## src/rtl/maze_mem_arbiter.sv

```systemverilog
// Single-port maze map RAM arbiter for the host loader (R0), solver (R1) and
// display scanner (R2): registered grants, solver lock, display starvation guard.
module maze_mem_arbiter #(
  parameter int ADDR_W     = 8,
  parameter int DATA_W     = 1,
  parameter int STARVE_MAX = 8,
  parameter int LOCK_MAX   = 4
) (
  input  logic              clk,
  input  logic              rst,
  input  logic              req0,
  input  logic              req1,
  input  logic              req2,
  input  logic              we0,
  input  logic              we1,
  input  logic              we2,
  input  logic              lock0,
  input  logic              lock1,
  input  logic              lock2,
  input  logic [ADDR_W-1:0] addr0,
  input  logic [ADDR_W-1:0] addr1,
  input  logic [ADDR_W-1:0] addr2,
  input  logic [DATA_W-1:0] wdata0,
  input  logic [DATA_W-1:0] wdata1,
  input  logic [DATA_W-1:0] wdata2,
  output logic              gnt0,
  output logic              gnt1,
  output logic              gnt2,
  output logic              rvalid0,
  output logic              rvalid1,
  output logic              rvalid2,
  output logic [DATA_W-1:0] rdata,
  output logic [ADDR_W-1:0] mem_addr,
  output logic              mem_we,
  output logic [DATA_W-1:0] mem_wdata,
  input  logic [DATA_W-1:0] mem_rdata,
  output logic              lock_err
);

  localparam int WW = $clog2(STARVE_MAX + 1);
  localparam int LW = $clog2(LOCK_MAX + 1);

  typedef enum logic [1:0] {IDLE, OWN0, OWN1, OWN2} state_t;

  state_t              state, state_n, own_state;
  logic                rr_ptr, rr_n;        // 0: R1 favoured, 1: R2 favoured
  logic [WW-1:0]       wait2, wait2_n;
  logic [LW-1:0]       lock_cnt, lock_cnt_n;
  logic [2:0]          req, lk, wsel;
  logic                lerr_n;
  logic [ADDR_W-1:0]   sel_addr;
  logic [DATA_W-1:0]   sel_wdata;
  logic                sel_we, sel_lock;

  assign req   = {req2, req1, req0};
  assign lk    = {lock2, lock1, lock0};
  assign rdata = mem_rdata;

  always_comb begin
    sel_addr  = ({ADDR_W{wsel[0]}} & addr0) | ({ADDR_W{wsel[1]}} & addr1)
              | ({ADDR_W{wsel[2]}} & addr2);
    sel_wdata = ({DATA_W{wsel[0]}} & wdata0) | ({DATA_W{wsel[1]}} & wdata1)
              | ({DATA_W{wsel[2]}} & wdata2);
    sel_we    = |(wsel & {we2, we1, we0});
    sel_lock  = |(wsel & lk);
    own_state = wsel[0] ? OWN0 : (wsel[1] ? OWN1 : OWN2);
  end

  always_comb begin
    wsel       = '0;
    state_n    = state;
    lock_cnt_n = lock_cnt;
    lerr_n     = 1'b0;
    rr_n       = rr_ptr;
    wait2_n    = wait2;

    unique case (state)
      IDLE: begin
        if (req[2] && wait2 == WW'(STARVE_MAX)) wsel = 3'b100;
        else if (req[0])                        wsel = 3'b001;
        else if (req[1] && (!req[2] || !rr_ptr)) wsel = 3'b010;
        else if (req[2])                        wsel = 3'b100;
      end
      OWN0: if (req[0]) wsel = 3'b001; else begin state_n = IDLE; lock_cnt_n = '0; end
      OWN1: if (req[1]) wsel = 3'b010; else begin state_n = IDLE; lock_cnt_n = '0; end
      OWN2: if (req[2]) wsel = 3'b100; else begin state_n = IDLE; lock_cnt_n = '0; end
      default: state_n = IDLE;
    endcase

    if (|wsel) begin
      if (state == IDLE) begin
        if (sel_lock) begin
          state_n    = own_state;
          lock_cnt_n = LW'(1);
        end
      end else if (sel_lock && lock_cnt == LW'(LOCK_MAX)) begin
        // The over-limit access still goes out; only ownership is revoked.
        lerr_n     = 1'b1;
        state_n    = IDLE;
        lock_cnt_n = '0;
      end else if (sel_lock) begin
        lock_cnt_n = lock_cnt + LW'(1);
      end else begin
        state_n    = IDLE;
        lock_cnt_n = '0;
      end
    end

    if (wsel[1] || wsel[2]) rr_n = wsel[1];

    if (!req[2] || wsel[2])               wait2_n = '0;
    else if (wait2 != WW'(STARVE_MAX))    wait2_n = wait2 + WW'(1);
  end

  always_ff @(posedge clk or posedge rst) begin
    if (rst) begin
      state    <= IDLE;
      rr_ptr   <= 1'b0;
      wait2    <= '0;
      lock_cnt <= '0;
    end else begin
      state    <= state_n;
      rr_ptr   <= rr_n;
      wait2    <= wait2_n;
      lock_cnt <= lock_cnt_n;
    end
  end

  always_ff @(posedge clk or posedge rst) begin
    if (rst) begin
      {gnt2, gnt1, gnt0}          <= '0;
      {rvalid2, rvalid1, rvalid0} <= '0;
      mem_we                      <= 1'b0;
      mem_addr                    <= '0;
      mem_wdata                   <= '0;
      lock_err                    <= 1'b0;
    end else begin
      {gnt2, gnt1, gnt0}          <= wsel;
      {rvalid2, rvalid1, rvalid0} <= {gnt2, gnt1, gnt0} & {3{~mem_we}};
      mem_we                      <= (|wsel) & sel_we;
      lock_err                    <= lerr_n;
      if (|wsel) begin
        mem_addr  <= sel_addr;
        mem_wdata <= sel_wdata;
      end
    end
  end

endmodule

```

## config.mk

```make
export PLATFORM = sky130hd
export DESIGN_NAME = maze_mem_arbiter
export DESIGN_NICKNAME = d
export VERILOG_FILES = /design/src/rtl/maze_mem_arbiter.sv
export SDC_FILE = /design/constraint.sdc
export NUM_CORES = 1
export LEC_CHECK = 0
export CAP_MARGIN = 20
export CORE_ASPECT_RATIO = 0.75
export CORE_MARGIN = 8
export CORE_UTILIZATION = 35
export DETAILED_ROUTE_END_ITERATION = 6
export PLACE_DENSITY = 0.67
export SYNTH_ARGS = -nofsm -noshare
export SYNTH_HDL_FRONTEND = slang
export SYNTH_SLANG_ARGS = --single-unit
```

## constraint.sdc

```tcl
create_clock -name clk -period 4.1 [get_ports clk]
set_clock_uncertainty 0.1 [all_clocks]
set_input_delay 0.82 -clock clk [delete_from_list [all_inputs] [get_ports clk]]
set_output_delay 0.82 -clock clk [all_outputs]
set_load 0.02 [all_outputs]
```

======== Yosys cells after proc, flatten, opt, wreduce, memory -nomap -nowiden ========
Index checks and enable logic that the tools add are counted.
word-level totals
  bits in registers ....................... 27
  input port bits ......................... 39
  output and inout bits ................... 18
  word-level logic and storage cells ...... 82
cells by class
  add/sub/neg operators ................... 2
  equality and inequality tests ........... 6
  muxes and demuxes ....................... 32
  bitwise operators ....................... 15
  reduce and logical (&&, ||, !) cells .... 13
operator list
  operator               count
  $mux W3                12
  $and A8 B8 Y8          3
  $mux W2                10
  $or A8 B8 Y8           2
  $pmux W3 S4            1
  $and A3 B3 Y3          3
  $pmux W3 S3            1
  $reduce_or A3 Y1       3
  $mux W4                2
  $pmux W2 S3            1
  $mux W1                5
  $add A4 B1 Y4 const B  1
  $and A1 B1 Y1          4
  $eq A2 B2 Y1 const B   2
  $eq A4 B4 Y1 const B   1
  $ne A4 B4 Y1 const B   1
  $add A3 B1 Y3 const B  1
  $eq A3 B3 Y1 const B   1
  $logic_and A1 B1 Y1    3
  $logic_or A1 B1 Y1     3
  $eq A2 B1 Y1 const B   1
  $logic_not A1 Y1       2
  $logic_not A2 Y1       1
  $or A1 B1 Y1           2
  2 further kinds        2

======== Logic depth before layout (Yosys ltp) ========
  depth in word-level cells ............... 13
  gate-level depth with buffers ........... 9

======== Worst setup path after synthesis ========
Ideal clock, no wire load.
  path type ............................... input to register
  start ................................... input req2
  end ..................................... register mem_addr[1]
  setup time .............................. 0.077 ns
  arrival ................................. 2.143 ns
  required time ........................... 3.923 ns
  setup slack ............................. 1.780 ns
  cell stages on the path ................. 6
  buffers on the path ..................... 2
  path through ............................ clkbuf_2 > or4b_1 > o211ai_2 > clkbuf_1 > a222oi_1 > a21oi_1
between the ends
  cells in the longest elaborated chain, start to end .. 10
  elaborated cells on any way between the ends .. 15
  those cells by class .................... mux (5); bitwise (5); reduce/logical (5)
ends and longest elaborated chain
  element               RTL line  RTL
  from (decl)           13        input logic req2,
  $logic_not A1 Y1      81        else if (req[1] && (!req[2] || !rr_ptr)) wsel = 3'b010;
  $logic_or A1 B1 Y1    81
  $logic_and A1 B1 Y1   81
  $mux W3               81
  $mux W3               80        else if (req[0]) wsel = 3'b001;
  $mux W3               79        if (req[2] && wait2 == WW'(STARVE_MAX)) wsel = 3'b100;
  $pmux W3 S4 *         77        unique case (state)
  $and A8 B8 Y8         60        sel_addr = ({ADDR_W{wsel[0]}} & addr0) | ({ADDR_W{wsel[1]}} & addr1)
  $or A8 B8 Y8          60
  $or A8 B8 Y8          61        | ({ADDR_W{wsel[2]}} & addr2);
  to (signal assigned)  143       mem_addr <= sel_addr;
  to (decl)             33        output logic [ADDR_W-1:0] mem_addr,
Every way passes the cells marked *; elsewhere a longest branch is shown, timed or not.
A chain may end at the register's enable or synchronous reset.

======== Worst setup path in the final report ========
  start ................................... input req0
  end ..................................... register lock_cnt[0]
between the ends
  cells in the longest elaborated chain, start to end .. 9
  elaborated cells on any way between the ends .. 15
  those cells by class .................... mux (11); bitwise (1); reduce/logical (3)
ends and longest elaborated chain
  element                                         RTL line  RTL
  from (decl)                                     11        input logic req0,
  $mux W3                                         80
  $mux W3                                         79
  $pmux W3 S4                                     77
  $and A3 B3 Y3                                   65        sel_lock = |(wsel & lk);
  $reduce_or A3 Y1                                65
  $mux W3 or $logic_and A1 B1 Y1 (tied branches)  101, 96
  $mux W3                                         96        end else if (sel_lock && lock_cnt == LW'(LOCK_MAX)) begin
  $mux W3                                         91        if (state == IDLE) begin
  $mux W3 *                                       90        if (|wsel) begin
  via lock_cnt_n[0]                               48        logic [LW-1:0] lock_cnt, lock_cnt_n;
  to (signal assigned)                            125       lock_cnt <= lock_cnt_n;
  to (decl)                                       48
The timed path passes the listed nets; every way through them passes the cells marked *.

==> impl_results.md <==
* Status: complete, no violations
* PD cells at 606 mW/mm2
* Crit path required time at 4.18 ns
* Num ports at 57
* Final setup fails at 0
* Syn Inst Count at between 100 and 150
* RSZ-0062 raised after global routing: no
* Clk slew on worst S/H paths at 0.10 ns
* Final setup TNS at 0 ns
* Number of CTS-inserted buffers at 3
* Async set-reset flop share out of synthesis at 100%
* Global-route wire length before repair at 6710 um
* Min Tclk post-route at between 2 and 3 ns
* Total wire length at 4010 um
* CP startpoint kind: input port
* Vias in the first global route at 1394
* Synth warnings at 0
* Most used DFF post-synth: dfrtp_1
* Proportion of layout cells with a drive suffix above 1 at 7.49%
* Core area at 0.00400 mm2
* Static leakage at 0.000890 uW
* Hold Buf Count CTS at 0
* Average cell area after synthesis at approximately 11 um2
* Cell area after layout at 0.00209 mm2
* Hold Path Cell Cnt at 1
* Post-CTS sizing at 0
* Most common cell after layout, fill and taps aside: clkdlybuf4s50_1
* DRT Pass-1 Iters at 7
* CTS max path bufs at 2
* WL/cell at 16.6 um
* Max-cap violation count at 0
* Hold Startpoint: mem_we$_DFF_PP0_
* DP Area at between 0.002 and 0.0025 mm2
* Seq/Total Area, Yosys at 46.8%
* ANT nets after route at 0
* Slew headroom at between 40% and 50%
* Reg2reg path depth at 7
* Clk_lat worst skew at about 0.27 ns
* Worst hold endpoint: rvalid1$_DFF_PP0_
* Max-slew violations at 0
* Drt via density at ~5.4
* Peak Freq at between 0.3 and 0.4 GHz
* Height of the chip at ~72 um
* CP max FO at 14
* DP HPWL at roughly 3100 um
* Vias at 1305
* Net count after synthesis at 180
* RR Startpoint: wait2[0]$_DFFE_PP0P_
* Setup Buffers After CTS at 0
* CTS H-tree depth at 1
* # rows at 20
* # diodes at 0
* DRC at 0
* CTS Sinks at 27
* Synth-to-layout area growth at 44.6%
* Main combinational cell family by area after synthesis: compound AO/OA/AOI/OAI gates
* Power, Total at around 1300 uW
* Critical path class: input port to flop
* Synthesized flop and latch total at 27
* Peak supply drop at 0.307 mV
* GP Congestion at 0.845
* CTS tree: done
* Simple-gate area share of the yosys netlist at 17.9%
* Reg-to-reg endpoint: mem_addr[3]$_DFFE_PP0N_
* Final hold vios at 0
* Adder-Cell Fraction of Synth Area at between 3 and 4%
* Final net count at 231
* Synth Area in Compound Gates at 20.4%
* Hold Crit Class: flop to flop
* Post-synth EDFFs at 0
* Nature of the critical path endpoint: flop
* Post-layout util at between 50% and 60%
* GRT Overall Usage at between 10% and 20%
* Mux contribution to synthesized area at 2.08%
* CP arrival at just over 3 ns
* Clock Root Buffer: clkbuf_8
* Most frequent cells in the layout: clkdlybuf4s50_1 (54), dfrtp_1 (27), inv_1 (12)
* Die X-Extent at 90.1 um
* Fin crit share at 72.7%
* Fin Hold WS at 0.390 ns
* Initial antenna violation count at 0
* R2R setup slack at ~1.5 ns
* Buffers on Ports at 54
* Die ar. at roughly 0.0065 mm2
* Synth cell types at 45
* Pin count of the biggest net entering global routing at 28
* Starting density of the core at 36.0%
* XOR/XNOR Fraction of Synth Area at 1.82%
* Syn Std Cell Area at 0.00144 mm2
* Gr ovfl total at 0
* Iteration-0 DRC Markers at 119
* Slew of the pin with the lowest slew margin at just under 0.8 ns
## report_power, final
group          leakage (uW)  internal [uW]  switching (uW)  total [uW]
Sequential         0.000340            367            71.5         439
Combinational      0.000528            315             356         671
Clock             0.0000217           69.0            85.1         154
## layer usage
metal | track usage, % | wire length [um]
met1 | 14.8 | 1700
met5 | 0 | 0
met2 | 21.6 | 2050
met4 | 1.65 | 14
met3 | 3.86 | 235
## how the worst max path moves through the flow
| stage | start | endpoint | slack [ns] | cells after the start |
|---|---|---|---|---|
| after floorplan | req2 | mem_addr[1]$_DFFE_PP0N_ | 1.78 | 6 |
| after detailed placement | req0 | lock_cnt[0]$_DFF_PP0_ | 0.83 | 6 |
| after global placement | req0 | lock_cnt[0]$_DFF_PP0_ | 0.92 | 6 |
| after CTS | req0 | lock_cnt[0]$_DFF_PP0_ | 1.12 | 6 |
| final | req0 | lock_cnt[0]$_DFF_PP0_ | 1.12 | 6 |
| after global routing | req0 | lock_cnt[0]$_DFF_PP0_ | 0.97 | 6 |
## critical path, cell delays in order
cell,delay [ns]
clkdlybuf4s50_1,0.51
or4b_1,0.55
o211ai_2,0.51
and2_4,0.28
nor3_1,0.10
o32ai_1,0.28
## state kept, by name, summed over array words and instances (netlist names)
signal	count
rvalid1	1
wait2	4
mem_wdata	1
gnt2	1
state	2
gnt1	1
lock_cnt	3
gnt0	1
rr_ptr	1
mem_we	1
rvalid2	1
rvalid0	1
lock_err	1
mem_addr	8
## cells in the mapped netlist (all sizes together) (2+ instances only)
library cell	instances	area share, %
nor4	9	3.9
nand2	5	1.3
or3	2	1.2
ha	4	3.5
mux2i	3	2.1
or4b	2	1.4
clkbuf	5	1.4
nor2	7	1.8
a21oi	7	2.4
o21bai	2	1.8
inv	12	3.1
a222oi	10	6.9
o21ai	2	0.69
o32a	2	1.4
dfrtp	27	47
and2	2	1.0
buf	6	3.0
nand2b	2	0.87
nor3	5	1.7
nor2b	3	1.3
xnor2	2	1.2
nand3	2	0.69
## area by class of cell
class | instances | area (um2)
fill | 356 | 1920
sequential | 27 | 676
multi-input combinational | 87 | 664
timing repair buffer | 57 | 583
tap | 55 | 68.8
inverter | 12 | 45.0
clock buffer | 3 | 41.3
clock inverter | 1 | 7.51
## stage by stage
step,worst slack [ns],cells
floorplan,1.78,137
global placement,0.921,237
detailed placement,0.832,237
CTS,1.12,241
global route,0.972,242
finish,1.12,242
## cells by family (layout without fill, tap and decap cells)
logic type | Yosys count | after routing
and+or+nand+nor | 44 | 44
AOI/OAI and AO/OA | 33 | 33
DFF | 27 | 27
buffers and inverters | 23 | 73
adders and majority gates | 4 | 4
xor gates and xnor gates | 3 | 3
muxes | 3 | 3
Power figures use the tool's default switching activity.
